===== config.mk =====
export PLATFORM = sky130hd
export DESIGN_NAME = addr_gen_wu_2d_flat
export DESIGN_NICKNAME = d
export VERILOG_FILES = /design/src/rtl/addr_gen_wu_2d_if.sv /design/src/rtl/addr_gen_wu_2d.sv /design/src/flat_wrapper.sv
export SDC_FILE = /design/constraint.sdc
export NUM_CORES = 1
export LEC_CHECK = 0
export ABC_AREA = 1
export BUFFER_PORTS_ARGS = -buffer_cell sky130_fd_sc_hd__buf_2
export CORE_ASPECT_RATIO = 0.7
export CORE_UTILIZATION = 35
export CTS_BUF_LIST = sky130_fd_sc_hd__clkbuf_4
export CTS_CLUSTER_SIZE = 8
export DETAILED_ROUTE_END_ITERATION = 12
export HOLD_SLACK_MARGIN = 0.05
export SLEW_MARGIN = 40
export SYNTH_ARGS = -nofsm -noshare
export SYNTH_HDL_FRONTEND = slang
export SYNTH_SLANG_ARGS = --single-unit

===== constraint.sdc =====
create_clock -name clk -period 3.1 [get_ports clk]
set_input_delay 0.62 -clock clk [delete_from_list [all_inputs] [get_ports clk]]
set_output_delay 0.62 -clock clk [all_outputs]
set_load 0.05 [all_outputs]

===== src/rtl/addr_gen_wu_2d_if.sv =====
// Control, configuration and status bundle for the 2-D weight-update address generator.
interface addr_gen_wu_2d_if #(
   parameter int unsigned ADDR_WIDTH  = 12,
   parameter int unsigned DIM_WIDTH   = 8,
   parameter int unsigned PAUSE_WIDTH = 4
);
   logic                   en;
   logic                   i_start;
   logic [ADDR_WIDTH-1:0]  i_base;
   logic [DIM_WIDTH-1:0]   i_row_len;
   logic [DIM_WIDTH-1:0]   i_num_rows;
   logic [PAUSE_WIDTH-1:0] i_pause;
   logic                   i_transpose;
   logic [ADDR_WIDTH-1:0]  o_addr;
   logic                   o_valid;
   logic                   o_row_end;
   logic                   o_last;
   logic                   o_busy;
   logic                   o_done;

   modport master (
      output en, i_start, i_base, i_row_len, i_num_rows, i_pause, i_transpose,
      input  o_addr, o_valid, o_row_end, o_last, o_busy, o_done
   );

   modport slave (
      input  en, i_start, i_base, i_row_len, i_num_rows, i_pause, i_transpose,
      output o_addr, o_valid, o_row_end, o_last, o_busy, o_done
   );
endinterface


===== src/rtl/addr_gen_wu_2d.sv =====
// Row-major / transposed 2-D address walker with optional inter-row bubble and
// start/busy/done handshake. Row starts come from an accumulator, so no multiplier.
module addr_gen_wu_2d #(
   parameter int unsigned ADDR_WIDTH  = 12,
   parameter int unsigned DIM_WIDTH   = 8,
   parameter int unsigned PAUSE_WIDTH = 4
) (
   input logic             clk,
   input logic             rst,
   addr_gen_wu_2d_if.slave bus
);

   localparam logic [1:0] StIdle  = 2'd0;
   localparam logic [1:0] StRun   = 2'd1;
   localparam logic [1:0] StPause = 2'd2;
   localparam logic [1:0] StDone  = 2'd3;

   logic [1:0]             state_q, state_d;
   logic [ADDR_WIDTH-1:0]  addr_q, addr_d;
   logic [ADDR_WIDTH-1:0]  row_start_q, row_start_d;
   logic [DIM_WIDTH-1:0]   i_q, i_d, j_q, j_d;
   logic [DIM_WIDTH-1:0]   c_q, c_d, r_q, r_d;
   logic [PAUSE_WIDTH-1:0] pause_q, pause_d, pause_cnt_q, pause_cnt_d;
   logic                   transpose_q, transpose_d;

   logic                   run;
   logic                   row_end;
   logic                   last_row;
   logic [ADDR_WIDTH-1:0]  stride;
   logic [ADDR_WIDTH-1:0]  next_row_start;

   assign run            = (state_q == StRun);
   assign row_end        = (j_q == c_q - DIM_WIDTH'(1));
   assign last_row       = (i_q == r_q - DIM_WIDTH'(1));
   assign stride         = transpose_q ? ADDR_WIDTH'(r_q) : ADDR_WIDTH'(1);
   assign next_row_start = row_start_q + (transpose_q ? ADDR_WIDTH'(1) : ADDR_WIDTH'(c_q));

   always_comb begin
      state_d     = state_q;
      addr_d      = addr_q;
      row_start_d = row_start_q;
      i_d         = i_q;
      j_d         = j_q;
      c_d         = c_q;
      r_d         = r_q;
      pause_d     = pause_q;
      pause_cnt_d = pause_cnt_q;
      transpose_d = transpose_q;
      case (state_q)
         StIdle: begin
            // Start is accepted regardless of en.
            if (bus.i_start) begin
               c_d         = bus.i_row_len;
               r_d         = bus.i_num_rows;
               pause_d     = bus.i_pause;
               transpose_d = bus.i_transpose;
               i_d         = '0;
               j_d         = '0;
               if (bus.i_row_len == '0 || bus.i_num_rows == '0) begin
                  state_d = StDone;
               end else begin
                  state_d     = StRun;
                  addr_d      = bus.i_base;
                  row_start_d = bus.i_base;
               end
            end
         end
         StRun: begin
            if (bus.en) begin
               if (!row_end) begin
                  j_d    = j_q + DIM_WIDTH'(1);
                  addr_d = addr_q + stride;
               end else if (last_row) begin
                  state_d = StDone;
               end else if (pause_q != '0) begin
                  state_d     = StPause;
                  pause_cnt_d = pause_q;
               end else begin
                  i_d         = i_q + DIM_WIDTH'(1);
                  j_d         = '0;
                  addr_d      = next_row_start;
                  row_start_d = next_row_start;
               end
            end
         end
         StPause: begin
            if (bus.en) begin
               if (pause_cnt_q == PAUSE_WIDTH'(1)) begin
                  state_d     = StRun;
                  i_d         = i_q + DIM_WIDTH'(1);
                  j_d         = '0;
                  addr_d      = next_row_start;
                  row_start_d = next_row_start;
               end else begin
                  pause_cnt_d = pause_cnt_q - PAUSE_WIDTH'(1);
               end
            end
         end
         default: state_d = StIdle;
      endcase
   end

   always_ff @(posedge clk) begin
      if (rst) begin
         state_q     <= StIdle;
         addr_q      <= '0;
         row_start_q <= '0;
         i_q         <= '0;
         j_q         <= '0;
         c_q         <= '0;
         r_q         <= '0;
         pause_q     <= '0;
         pause_cnt_q <= '0;
         transpose_q <= 1'b0;
      end else begin
         state_q     <= state_d;
         addr_q      <= addr_d;
         row_start_q <= row_start_d;
         i_q         <= i_d;
         j_q         <= j_d;
         c_q         <= c_d;
         r_q         <= r_d;
         pause_q     <= pause_d;
         pause_cnt_q <= pause_cnt_d;
         transpose_q <= transpose_d;
      end
   end

   assign bus.o_addr    = addr_q;
   assign bus.o_valid   = run;
   assign bus.o_row_end = run && row_end;
   assign bus.o_last    = run && row_end && last_row;
   assign bus.o_busy    = run || (state_q == StPause);
   assign bus.o_done    = (state_q == StDone);

endmodule


===== src/flat_wrapper.sv =====
// flat-port wrapper written by rule: the top's interface ports become plain ports
module addr_gen_wu_2d_flat 
#(
   parameter int unsigned ADDR_WIDTH  = 12,
   parameter int unsigned DIM_WIDTH   = 8,
   parameter int unsigned PAUSE_WIDTH = 4
)
  (clk, rst, bus_en, bus_i_start, bus_i_base, bus_i_row_len, bus_i_num_rows, bus_i_pause, bus_i_transpose, bus_o_addr, bus_o_valid, bus_o_row_end, bus_o_last, bus_o_busy, bus_o_done);
  addr_gen_wu_2d_if #(.ADDR_WIDTH(ADDR_WIDTH), .DIM_WIDTH(DIM_WIDTH), .PAUSE_WIDTH(PAUSE_WIDTH)) bus_i ();
  input logic clk;
  input logic rst;
  input wire logic [$bits(bus_i.en)-1:0] bus_en;
  input wire logic [$bits(bus_i.i_start)-1:0] bus_i_start;
  input wire logic [$bits(bus_i.i_base)-1:0] bus_i_base;
  input wire logic [$bits(bus_i.i_row_len)-1:0] bus_i_row_len;
  input wire logic [$bits(bus_i.i_num_rows)-1:0] bus_i_num_rows;
  input wire logic [$bits(bus_i.i_pause)-1:0] bus_i_pause;
  input wire logic [$bits(bus_i.i_transpose)-1:0] bus_i_transpose;
  output wire logic [$bits(bus_i.o_addr)-1:0] bus_o_addr;
  output wire logic [$bits(bus_i.o_valid)-1:0] bus_o_valid;
  output wire logic [$bits(bus_i.o_row_end)-1:0] bus_o_row_end;
  output wire logic [$bits(bus_i.o_last)-1:0] bus_o_last;
  output wire logic [$bits(bus_i.o_busy)-1:0] bus_o_busy;
  output wire logic [$bits(bus_i.o_done)-1:0] bus_o_done;
  assign bus_i.en = bus_en;
  assign bus_i.i_start = bus_i_start;
  assign bus_i.i_base = bus_i_base;
  assign bus_i.i_row_len = bus_i_row_len;
  assign bus_i.i_num_rows = bus_i_num_rows;
  assign bus_i.i_pause = bus_i_pause;
  assign bus_i.i_transpose = bus_i_transpose;
  assign bus_o_addr = bus_i.o_addr;
  assign bus_o_valid = bus_i.o_valid;
  assign bus_o_row_end = bus_i.o_row_end;
  assign bus_o_last = bus_i.o_last;
  assign bus_o_busy = bus_i.o_busy;
  assign bus_o_done = bus_i.o_done;
  addr_gen_wu_2d #(.ADDR_WIDTH(ADDR_WIDTH), .DIM_WIDTH(DIM_WIDTH), .PAUSE_WIDTH(PAUSE_WIDTH)) u_core (.clk(clk), .rst(rst), .bus(bus_i));
endmodule

# == Word level (Yosys, flattened, before mapping) ==
# Cells that the tools add are included.
# word_totals
register_bits,67
in_bits,37
elab_cells,98
# classes
add_sub_neg,7
n_eq_ne,19
mux,45
reduce_logical,17
# op_table
cell,count
two-way mux 12 bit,10
two-way mux 8 bit,15
case mux 12 bit (3 select lines),2
case mux 8 bit (3 select lines),2
adder 12 bit,2
two-way mux 4 bit,6
"inequality test 2 bit, second input constant",9
"adder 8 x 1 -> 8 bit, second input constant",2
== test 8 bit,2
logical NOT 8 bit,2
two-way mux 2 bit,8
AND reduction 8 bit,2
"subtractor 8 x 1 -> 8 bit, second input constant",2
AND reduction 7 bit,2
"inequality test 3 bit, second input constant",3
AND reduction 9 bit,1
case mux 4 bit (2 select lines),1
case mux 2 bit (3 select lines),1
AND reduction 6 bit,1
"== test 2 bit, second input constant",2
"== test 4 x 1 -> 1 bit, second input constant",1
nonzero test 4 bit,1
"subtractor 4 x 1 -> 4 bit, second input constant",1
nonzero test 3 bit,1
other kinds (7),9

# == Longest topological paths before layout ==
# Gate-level depths: netlist of the first run.
# logic_depth
word_depth,7
mapped_depth,19
ltp_nobuf,18

# == Least setup slack after synthesis of the first run ==
# No wires, ideal clock.
# synth_path
kind,register to output
from,register u_core.r_q[0]
to,output bus_o_last
arrival_ns,1.883
required_ns,2.480
setup_slack_ns,0.597
path_stages_with_launch,13
path_buffers,0
path_cell_list,dfxtp_1 inv_2 ha_1 inv_1 nand2_1 nand2_1 nor2_1 nand2_1 nor2_1 nand2_1 nor2_1 nand3_2 nor2_2
# synth_between
elab_chain_len,3
# synth_lines
item,line,source
from (decl),addr_gen_wu_2d.sv:22,"logic [DIM_WIDTH-1:0] c_q, c_d, r_q, r_d;"
from (signal assigned),addr_gen_wu_2d.sv:122,r_q <= r_d;
subtractor 8 x 1 -> 8 bit,addr_gen_wu_2d.sv:34,assign last_row = (i_q == r_q - DIM_WIDTH'(1));
== test 8 bit,addr_gen_wu_2d.sv:34,
logical AND 1 bit,addr_gen_wu_2d.sv:132,assign bus.o_last = run && row_end && last_row;
to (decl),flat_wrapper.sv:22,output wire logic [$bits(bus_i.o_last)-1:0] bus_o_last;
# No other way between the ends.

# == Final worst setup path of the first run ==
# layout_path
from,register u_core.c_q[0]
to,output bus_o_row_end
# layout_between
elab_chain_len,3
# layout_lines
item,line,source
from (decl),addr_gen_wu_2d.sv:22,
from (signal assigned),addr_gen_wu_2d.sv:110,c_q <= '0;
from (signal assigned),addr_gen_wu_2d.sv:121,c_q <= c_d;
subtractor 8 x 1 -> 8 bit,addr_gen_wu_2d.sv:33,assign row_end = (j_q == c_q - DIM_WIDTH'(1));
== test 8 bit,addr_gen_wu_2d.sv:33,
logical AND 1 bit,addr_gen_wu_2d.sv:131,assign bus.o_row_end = run && row_end;
to (decl),flat_wrapper.sv:21,output wire logic [$bits(bus_i.o_row_end)-1:0] bus_o_row_end;
# No other way between the ends.

==> impl_metrics.ini, run 1 <==
[clock_network]
clock_sinks = 67
clk_pin_slew_ns = 0.15
cts_buffer_depth = 2
cts_htree_levels = 3
cts_made_buffers = 9
cts_root_buf = clkbuf_4
clk-insertion-delay-late_ns = 0.47
cts_tree = done

[yosys]
synthAdderAreaFrac_pct = 6.676
syn_inst = 912
synth_xor_area_share_pct = 5.418
ys_ff_latch = 67
yosys.area.top_type_share_pct = 24.51
yosysMostFrequentCell = nand2_1
synthTopCellsByCount = nand2_1 (271), inv_1 (109), nor2_1 (103), nand3_1 (85), dfxtp_1 (67)
synth.yosys.warnings = 0
ys.flop_type = dfxtp_1
muxShareOfSynthArea_pct = 0
synth_compound_area_share_pct = 9.648
synth-async-reset-ratio_pct = 0
yosysUniqueCellTypes = 39
yosys-top-cells-area = dfxtp_1 (25%), nand2_1 (19%), nand3_1 (7.8%), inv_1 (7.5%), nor2_1 (7.1%)
ys_seq_area_share_pct = 24.51
synth_area_sq_um = 5473
synth_top_family_by_area = simple AND/OR/NAND/NOR gates
synth-edff-count = 0
syn_area_per_cell_sq_um = 6.001
synth-simple-area-share_pct = 42.89
yosys.area.top_type = dfxtp_1
synth_nets = 977

[timing]
hold_viol_final = 0
setup_viol = 0
finClkSkew_ns = 0.01694
maxSlewHeadroom_pct = 52.41
report.final.slew_viol_count = 0
min_period_over_period_pct = 94.28
fin_setup_tns_ns = 0
fin_crit_ns = 2.923
fmax_mhz = 342.2
worst_slew_pin_slew_ns = 0.7130

[die]
die_h_microns = 106.6
dieArea_sq_um = 16150
die-width_microns = 151.5
start_util_pct = 36.49
fp-row-count = 37
core_area_sq_um = 15000
ios = 54

[power]
p_per_area_nw_per_um2 = 849.4
power_mw = 5.212
ir_worst_vdd_mv = 0.2992
leakagePower_nw = 3.072

[critical_path]
critPathArrivalTime_ns = 2.30
cp.depth = 11
cp_max_fo = 7
critPathSlowestCell = dfxtp_2
cp-endpoint = bus_o_row_end
crit_buf_inv = 4
criticalPathCategory = flip-flop to output pin
startpoint = u_core.c_q[0]
setup.worst_path.end_class = output pin
crit_chain = inv_2 > ha_4 > inv_1 > nand2_1 > nand2_1 > nor2_2 > nand4_1 > nor2_2 > nand4_1 > inv_1 > buf_2
timing.rr.start = u_core.transpose_q
r2r_setup_slack_ns = 0.39
cp.required_ns = 2.48
r2r-end = u_core.bus.o_addr[10]
cp-start-kind = flip-flop
max_stage_delay_ns = 0.39
r2r_cells = 13
path_delay_family = simple AND/OR/NAND/NOR gates

[global_route]
grt_max_degree = 28
grt_usage_pct = 20.90
grt_pass1_wl_microns = 26010
grt_pass1_vias = 5095
antenna_found_initial = 0
overflow = 0

[final_layout]
syn2layout_area_growth_pct = 12.12
drive_above_1_share_pct = 14.05
final_nets = 1028
insertedDiodeCount = 0

[place]
hpwlAfterDp_microns = 12470
gp_congestion = 0.8998
io_buffer_count = 53

[routing]
drtPass1Iterations = 5
postRouteAntennaNets = 0
vias = 5679
wl_microns = 16000
drtIter0Drc = 376
wl_per_cell_microns = 13.76
vias_per_cell = 4.883
drc = 0

[job]
cap_violations = 0

[min_path]
min_path_type = input pin to flip-flop

[outcome]
status = finished clean
metal layers:
| metal | share of wire, % | GRT usage [%] | up-vias |
|---|---|---|---|
| li1 | - | - | 3014 |
| met1 | 53 | 31.06 | 2516 |
| met2 | 41 | 30.53 | 139 |
| met3 | 5.0 | 4.511 | 10 |
| met4 | 0.58 | 4.143 | 0 |
| met5 | 0 | 0 | - |
worst min-delay path, stage by stage:
cell and delay (ns):
buf_2 0.07, o21ai_0 0.07, nor2_1 0.07
sequential cells by signal (all words and copies together) (netlist names):
register and count:
u_core.transpose_q 1, u_core.pause_cnt_q 4, u_core.j_q 8, u_core.bus.o_addr 12
u_core.r_q 8, u_core.pause_q 4, u_core.row_start_q 12, u_core.i_q 8
u_core.c_q 8, u_core.state_q 2
cells in the final DEF (no fill, tap or decap), drive strengths merged:
master      n
nand2     281
inv       122
nor2      116
nand3      89
buf        69
dfxtp      67
a21oi      56
o21ai      41
nand4      26
ha         26
xor2       22
nor3       12
xnor2      11
clkbuf      9
or2         4
clkinvlp    3
nor4        2
o22ai       2
o211ai      2
fa          2
o31ai       1
nor4b       1
o21bai      1
and3        1
nand3b      1
clkinv      1
worst min-delay path by stage:
stage | startpoint | endpoint | slack (ns) | depth (start not counted)
after CTS | bus_i_pause[0] | u_core.pause_q[0] | 0.38 | 3
after detailed placement | u_core.row_start_q[4] | u_core.row_start_q[4] | 0.46 | 2
after global placement | u_core.row_start_q[3] | u_core.row_start_q[3] | 0.46 | 2
after global routing | bus_i_pause[0] | u_core.pause_q[0] | 0.37 | 3
final | bus_i_pause[0] | u_core.pause_q[0] | 0.38 | 3
after floorplan | u_core.row_start_q[0] | u_core.row_start_q[0] | 0.44 | 2
cell type report:
class                      count  area [sq um]
clock inverter                 7         60.06
sequential                    67          1346
fill                        1689          8864
tap                          195         244.0
clock buffer                   9         67.56
timing repair buffer          69         391.6
multi-input combinational    697          3575
inverter                     119         451.7
where the power goes:
part | total, mW | switching [mW] | internal [mW] | leakage (nW)
sequential | 1.37 | 0.261 | 1.11 | 0.552
combinational | 3.26 | 2.23 | 1.02 | 2.46
clock | 0.584 | 0.408 | 0.176 | 0.0611
repair_timing:
action | 4_1_cts | 5_1_grt
endpoints found under the setup margin | 1 | 2
cloned | 0 | 0
resized for setup | 3 | 11
endpoints found under the hold margin | 0 | 0
pin swaps | 0 | 3
setup buffers | 0 | 2
hold buffers | 0 | 0
per-stage QoR:
step | std cells | setup slack, ns | instance area, sq um | hold WS (ns) | util, %
floorplan | 912 | 0.5971 | 5473 | 0.4428 | -
global placement | 1145 | 0.4596 | 5944 | 0.4585 | 39.63
detailed placement | 1145 | 0.4290 | 5944 | 0.4614 | 39.63
CTS | 1161 | 0.02043 | 6082 | 0.3761 | 40.55
global route | 1163 | -0.001424 | 6136 | 0.3706 | 40.91
finish | 1163 | 0.1773 | 6136 | 0.3826 | 40.91
cells by family (layout without fill, tap and decap cells):
kind of cell,Yosys count,in the layout
fa+ha+maj,28,28
simple gates,533,533
flops,67,67
xor+xnor,33,33
buf+inv,148,204
compound gates,103,103
Power figures use the tool's default switching activity.
==> run 2: changes to the inputs <==
Settings changed: CELL_PAD_IN_SITES_DETAIL_PLACEMENT set to 0, CELL_PAD_IN_SITES_GLOBAL_PLACEMENT set to 1, PLACE_DENSITY_LB_ADDON set to 0.1.
==> run 2 against run 1 <==
Hold slack gained 0.075 ns. Sequential cell count stayed put. Via count fell by 1.0%. Clock power down 12%. Global-route usage up 2.1 points. Design area fell by 0.41%. Critical path depth is 2 higher. Non-clock buffer count unchanged. Highest routed layer unchanged.
==> impl_metrics.ini, run 2 (synthesis gave the netlist of run 1 again) <==
[final_layout]
area.sequential_sq_um = 1343
multiInputGateArea_sq_um = 3577
mostFrequentLayoutCells = nand2_1 (270), inv_1 (109), nor2_1 (100)
n_fill_cell = 1736
drive_above_1_share_pct = 13.55
finish.utilization_pct = 40.74
fin_cells = 1162
final_nets = 1028
syn2layout_area_growth_pct = 11.66
finalInstanceArea_sq_um = 6111
final_common_cell = nand2_1
insertedDiodeCount = 0

[clock_network]
cts_made_buffers = 9
clk_pin_slew_ns = 0.11
cts_tree = done
cts_root_buf = clkbuf_4
cts_setup_buffers = 0
clock_sinks = 67
cts_buffer_depth = 2
cts_htree_levels = 3
cts_hold_buffers = 0
clk-insertion-delay-late_ns = 0.43

[routing]
wl_per_cell_microns = 15.11
wl_microns = 17560
drtIter0Drc = 380
vias = 5621
drc = 0
vias_per_cell = 4.837
drtPass1Iterations = 5
postRouteAntennaNets = 0

[outcome]
status = finished clean

[global_route]
grt_usage_pct = 22.97
grt_pass1_wl_microns = 28200
grt_pass1_vias = 5226
overflow = 0
grt_max_degree = 36
antenna_found_initial = 0

[place]
gp_congestion = 0.8633
placed_area_sq_um = 5959
io_buffer_count = 53
place_ws_ns = 0.4442
dp_cells = 1147
hpwlAfterDp_microns = 13920

[power]
power_mw = 5.303
ir_worst_vdd_mv = 0.4266
p_per_area_nw_per_um2 = 867.9
leakagePower_nw = 3.073

[critical_path]
startpoint = u_core.r_q[0]
r2r_cells = 15
cp-start-kind = flip-flop
r2r-end = u_core.j_q[0]
timing.rr.start = u_core.c_q[0]
critPathArrivalTime_ns = 2.27
cp-endpoint = bus_o_last
r2r_setup_slack_ns = 0.53
setup.worst_path.end_class = output pin
criticalPathCategory = flip-flop to output pin
cp_max_fo = 6
cp.required_ns = 2.48

[timing]
fmax_mhz = 346.1
maxSlewHeadroom_pct = 53.20
rsz0062_at_grt = no
fin_ws_ns = 0.2105
setup_viol = 0
min_period_over_period_pct = 93.21
hold_viol_final = 0
finClkSkew_ns = 0.02514
report.final.slew_viol_count = 0
fin_crit_ns = 2.890
worst_slew_pin_slew_ns = 0.7013
fin_setup_tns_ns = 0
holdWs_ns = 0.4573

[die]
die_h_microns = 106.6
fp-row-count = 37
dieArea_sq_um = 16150
die-width_microns = 151.5
core_area_sq_um = 15000
ios = 54
start_util_pct = 36.49

[job]
cap_violations = 0

[min_path]
min_path_type = input pin to flip-flop
[run 2: changes by cell type in the layout (fill, tap and decap cells not counted), sizes merged]
cell | before | now
clkbuf | 9 | 12
clkinv | 1 | 4
clkinvlp | 3 | 0
buf | 69 | 68
inv | 122 | 119
[run 2: worst min-delay path by stage]
stage / startpoint / end / slack [ns] / depth (start not counted)
after floorplan: u_core.row_start_q[0] / u_core.row_start_q[0] / 0.44 / 2
after global placement: u_core.row_start_q[0] / u_core.row_start_q[0] / 0.46 / 2
after detailed placement: u_core.row_start_q[2] / u_core.row_start_q[2] / 0.46 / 2
after CTS: bus_i_pause[2] / u_core.pause_q[2] / 0.43 / 3
after global routing: bus_i_pause[3] / u_core.pause_q[3] / 0.46 / 3
final: bus_i_pause[0] / u_core.pause_q[0] / 0.46 / 3
[run 2: report_power, final]
group	total [mW]	leakage (nW)	internal [mW]	switching [mW]
registers	1.38	0.551	1.11	0.269
clock network	0.513	0.0639	0.173	0.340
logic	3.41	2.46	1.04	2.38
[run 2: what timing repair did]
item                       in CTS  in global routing
setup endpoints to repair       1                  2
resized for setup               1                 12
pin swaps                       0                  2
[run 2: final cells by class]
type                            instances  area share, %
Multi-Input combinational cell        697          58.54
Sequential cell                        67          21.97
Inverter                              119          7.391
Timing Repair Buffer                   69          6.450
Tap cell                              195          3.993
Clock buffer                           11          1.351
Clock inverter                          4         0.3071
[run 2: worst max-delay path: stages (launching register included)]
cell and delay [ns]:
dfxtp_2 0.37, inv_2 0.07, ha_1 0.30, inv_1 0.04, nand2_1 0.05, nand2_1 0.04
nor2_1 0.09, nand2_1 0.07, nor2_2 0.13, nand2_1 0.09, nor2_4 0.12, nand3_4 0.12
nor2_4 0.18, buf_6 0.18
[run 2: layer usage]
| metal | wire, microns | part of all wire [%] | vias up | track usage [%] |
|---|---|---|---|---|
| met5 | 0 | 0 | - | 0 |
| met4 | 98 | 0.56 | 0 | 3.214 |
| met3 | 677 | 3.9 | 9 | 3.957 |
| met2 | 6948 | 40 | 100 | 32.06 |
| met1 | 9835 | 56 | 2504 | 36.42 |
| li1 | - | - | 3008 | - |
==> run 3: changes to the inputs <==
Settings changed: ABC_AREA 1 to unset.
==> run 3 against run 2 <==
Critical endpoint unchanged. Clock skew shrank 0.0090 ns. Critical path type unchanged. Largest power group unchanged. Clock power is 3% lower. Die area down 8.5%. Area after synthesis down 8.7%. Combinational power is 20% lower. Worst setup slack worse by 0.20 ns. Sequential cell count stayed put. Sequential share of layout area grew 1.3 points. First-iteration DRC count shrank 28%. Fmax is 6.5% lower. Register-to-register slack lost 0.40 ns.
==> impl_metrics.ini, run 3 <==
[routing]
drtIter0Drc = 273
wl_per_cell_microns = 19.24
drc = 0
top_layer = met4
vias_per_cell = 5.857
postRouteAntennaNets = 0
vias = 5189
wl_met2_microns = 7195
m1WireLength_microns = 8793
wl_microns = 17050
drtPass1Iterations = 5
met3WireLength_microns = 936

[die]
start_util_pct = 35.91
core_area_sq_um = 13920
ios = 54
dieArea_sq_um = 14770
die-width_microns = 144.8
fp-row-count = 36
die_h_microns = 102.0

[global_route]
grt_pass1_vias = 4774
grt_max_degree = 42
overflow = 0
grt_pass1_wl_microns = 26650
antenna_found_initial = 0
grt_usage_pct = 23.92

[final_layout]
n_fill_cell = 1394
mostFrequentLayoutCells = nand2_1 (72), dfxtp_1 (61), a21oi_1 (56)
area.sequential_sq_um = 1351
insertedDiodeCount = 0
drive_above_1_share_pct = 20.83
final_nets = 756
final_common_cell = nand2_1
multiInputGateArea_sq_um = 3493
syn2layout_area_growth_pct = 16.25
finish.utilization_pct = 41.75
finalInstanceArea_sq_um = 5811

[timing]
finClkSkew_ns = 0.01614
maxSlewHeadroom_pct = 47.50
min_period_over_period_pct = 99.68
hold_viol_final = 0
fin_crit_ns = 3.090
report.final.slew_viol_count = 0
worst_slew_pin_slew_ns = 0.7856
rsz0062_at_grt = yes
fin_setup_tns_ns = 0
fmax_mhz = 323.6
setup_viol = 0

[yosys]
synthTopCellsByCount = nand2_1 (72), dfxtp_1 (67), a21oi_1 (56), nor2_1 (35), ha_1 (26)
synth_xor_area_share_pct = 6.058
syn_area_per_cell_sq_um = 7.934
synth-simple-area-share_pct = 23.28
synth_compound_area_share_pct = 29.84
synth_area_sq_um = 4999
synth-async-reset-ratio_pct = 0
synth.yosys.warnings = 0
syn_inst = 630
ys_seq_area_share_pct = 26.83
synth_nets = 695
yosys.area.top_type_share_pct = 26.83
yosys-top-cells-area = dfxtp_1 (27%), ha_1 (6.5%), a21oi_1 (5.6%), nand2_1 (5.4%), xnor2_1 (3.3%)
ys.flop_type = dfxtp_1
yosysMostFrequentCell = nand2_1
synthAdderAreaFrac_pct = 7.309
muxShareOfSynthArea_pct = 1.202
ys_ff_latch = 67
yosys.area.top_type = dfxtp_1
synth_top_family_by_area = compound AO/OA/AOI/OAI gates
synth-edff-count = 0
yosysUniqueCellTypes = 78

[critical_path]
cp.required_ns = 2.48
critPathArrivalTime_ns = 2.47
cp_max_fo = 4
setup.worst_path.end_class = output pin
criticalPathCategory = flip-flop to output pin
cp-start-kind = flip-flop

[outcome]
status = finished clean

[clock_network]
cts_tree = done
cts_hold_buffers = 0
cts_root_buf = clkbuf_4
clk_pin_slew_ns = 0.12
clock_sinks = 67
cts_buffer_depth = 2
cts_htree_levels = 3
clk-insertion-delay-late_ns = 0.43
cts_made_buffers = 9

[power]
p_per_area_nw_per_um2 = 772.5
power_mw = 4.489
leakagePower_nw = 2.269
ir_worst_vdd_mv = 0.3403

[place]
gp_congestion = 0.8307
hpwlAfterDp_microns = 12680
io_buffer_count = 53
placed_area_sq_um = 5549

[job]
cap_violations = 0

[min_path]
min_path_type = input pin to flip-flop
-- run 3: per-layer routing --
layer  vias up  global-route usage [%]
met5         -                       0
met4         0                   5.020
met3        13                   4.452
met2       139                   35.36
met1      2525                   35.74
li1       2512                       -
-- run 3: final timing paths --
kind	startpoint	endpoint	slack, ns	cells after the start
hold reg to reg	u_core.pause_cnt_q[1]	u_core.pause_cnt_q[1]	0.48	2
setup / recovery	u_core.c_q[0]	bus_o_last	0.01	9
hold / removal	bus_i_pause[1]	u_core.pause_q[1]	0.41	3
setup reg to reg	u_core.transpose_q	u_core.bus.o_addr[10]	0.13	10
-- run 3: per-stage QoR --
step           hold slack (ns)  setup WS, ns  std cells
2_1_floorplan           0.4502       0.03226        630
3_3_place_gp            0.4667        0.1622        863
3_5_place_dp            0.4658        0.1143        863
4_1_cts                 0.3913      0.006803        885
5_1_grt                 0.4092       -0.1070        886
6_report                0.4113      0.009947        886
-- run 3: repair_timing --
action                                  in CTS  in global routing
resized for setup                           15                 10
endpoints found under the setup margin       2                  4
pin swaps                                    3                  2
buffers inserted                             6                  1
-- run 3: layout make-up --
| class | instances | area share, % |
|---|---|---|
| Multi-Input combinational cell | 501 | 60.12 |
| Tap cell | 190 | 4.091 |
| Clock inverter | 7 | 0.6029 |
| Sequential cell | 67 | 23.26 |
| Timing Repair Buffer | 84 | 8.958 |
| Clock buffer | 9 | 1.163 |
| Inverter | 28 | 1.809 |
-- run 3: report_power, final --
| group | internal, mW | switching, mW | total [mW] |
|---|---|---|---|
| combinational | 0.993 | 1.73 | 2.72 |
| sequential | 1.04 | 0.224 | 1.27 |
| clock | 0.154 | 0.344 | 0.497 |
-- run 3: kinds of logic (layout without fill, tap and decap cells) --
logic type | count (synthesis) | count (layout)
AND/OR/NAND/NOR | 225 | 225
AO/OA/AOI/OAI | 209 | 209
flip-flops | 67 | 67
buffers and inverters | 62 | 128
XOR/XNOR | 33 | 33
adder cells (fa/ha/maj) | 28 | 28
multiplexers | 6 | 6
-- run 3: critical path: stages, from the launching register on --
cell	delay, ns
dfxtp_4	0.38
inv_2	0.04
ha_4	0.17
o21ba_4	0.20
a221oi_4	0.30
a31oi_2	0.08
or3_4	0.44
nor3_4	0.13
and2_4	0.18
buf_8	0.14
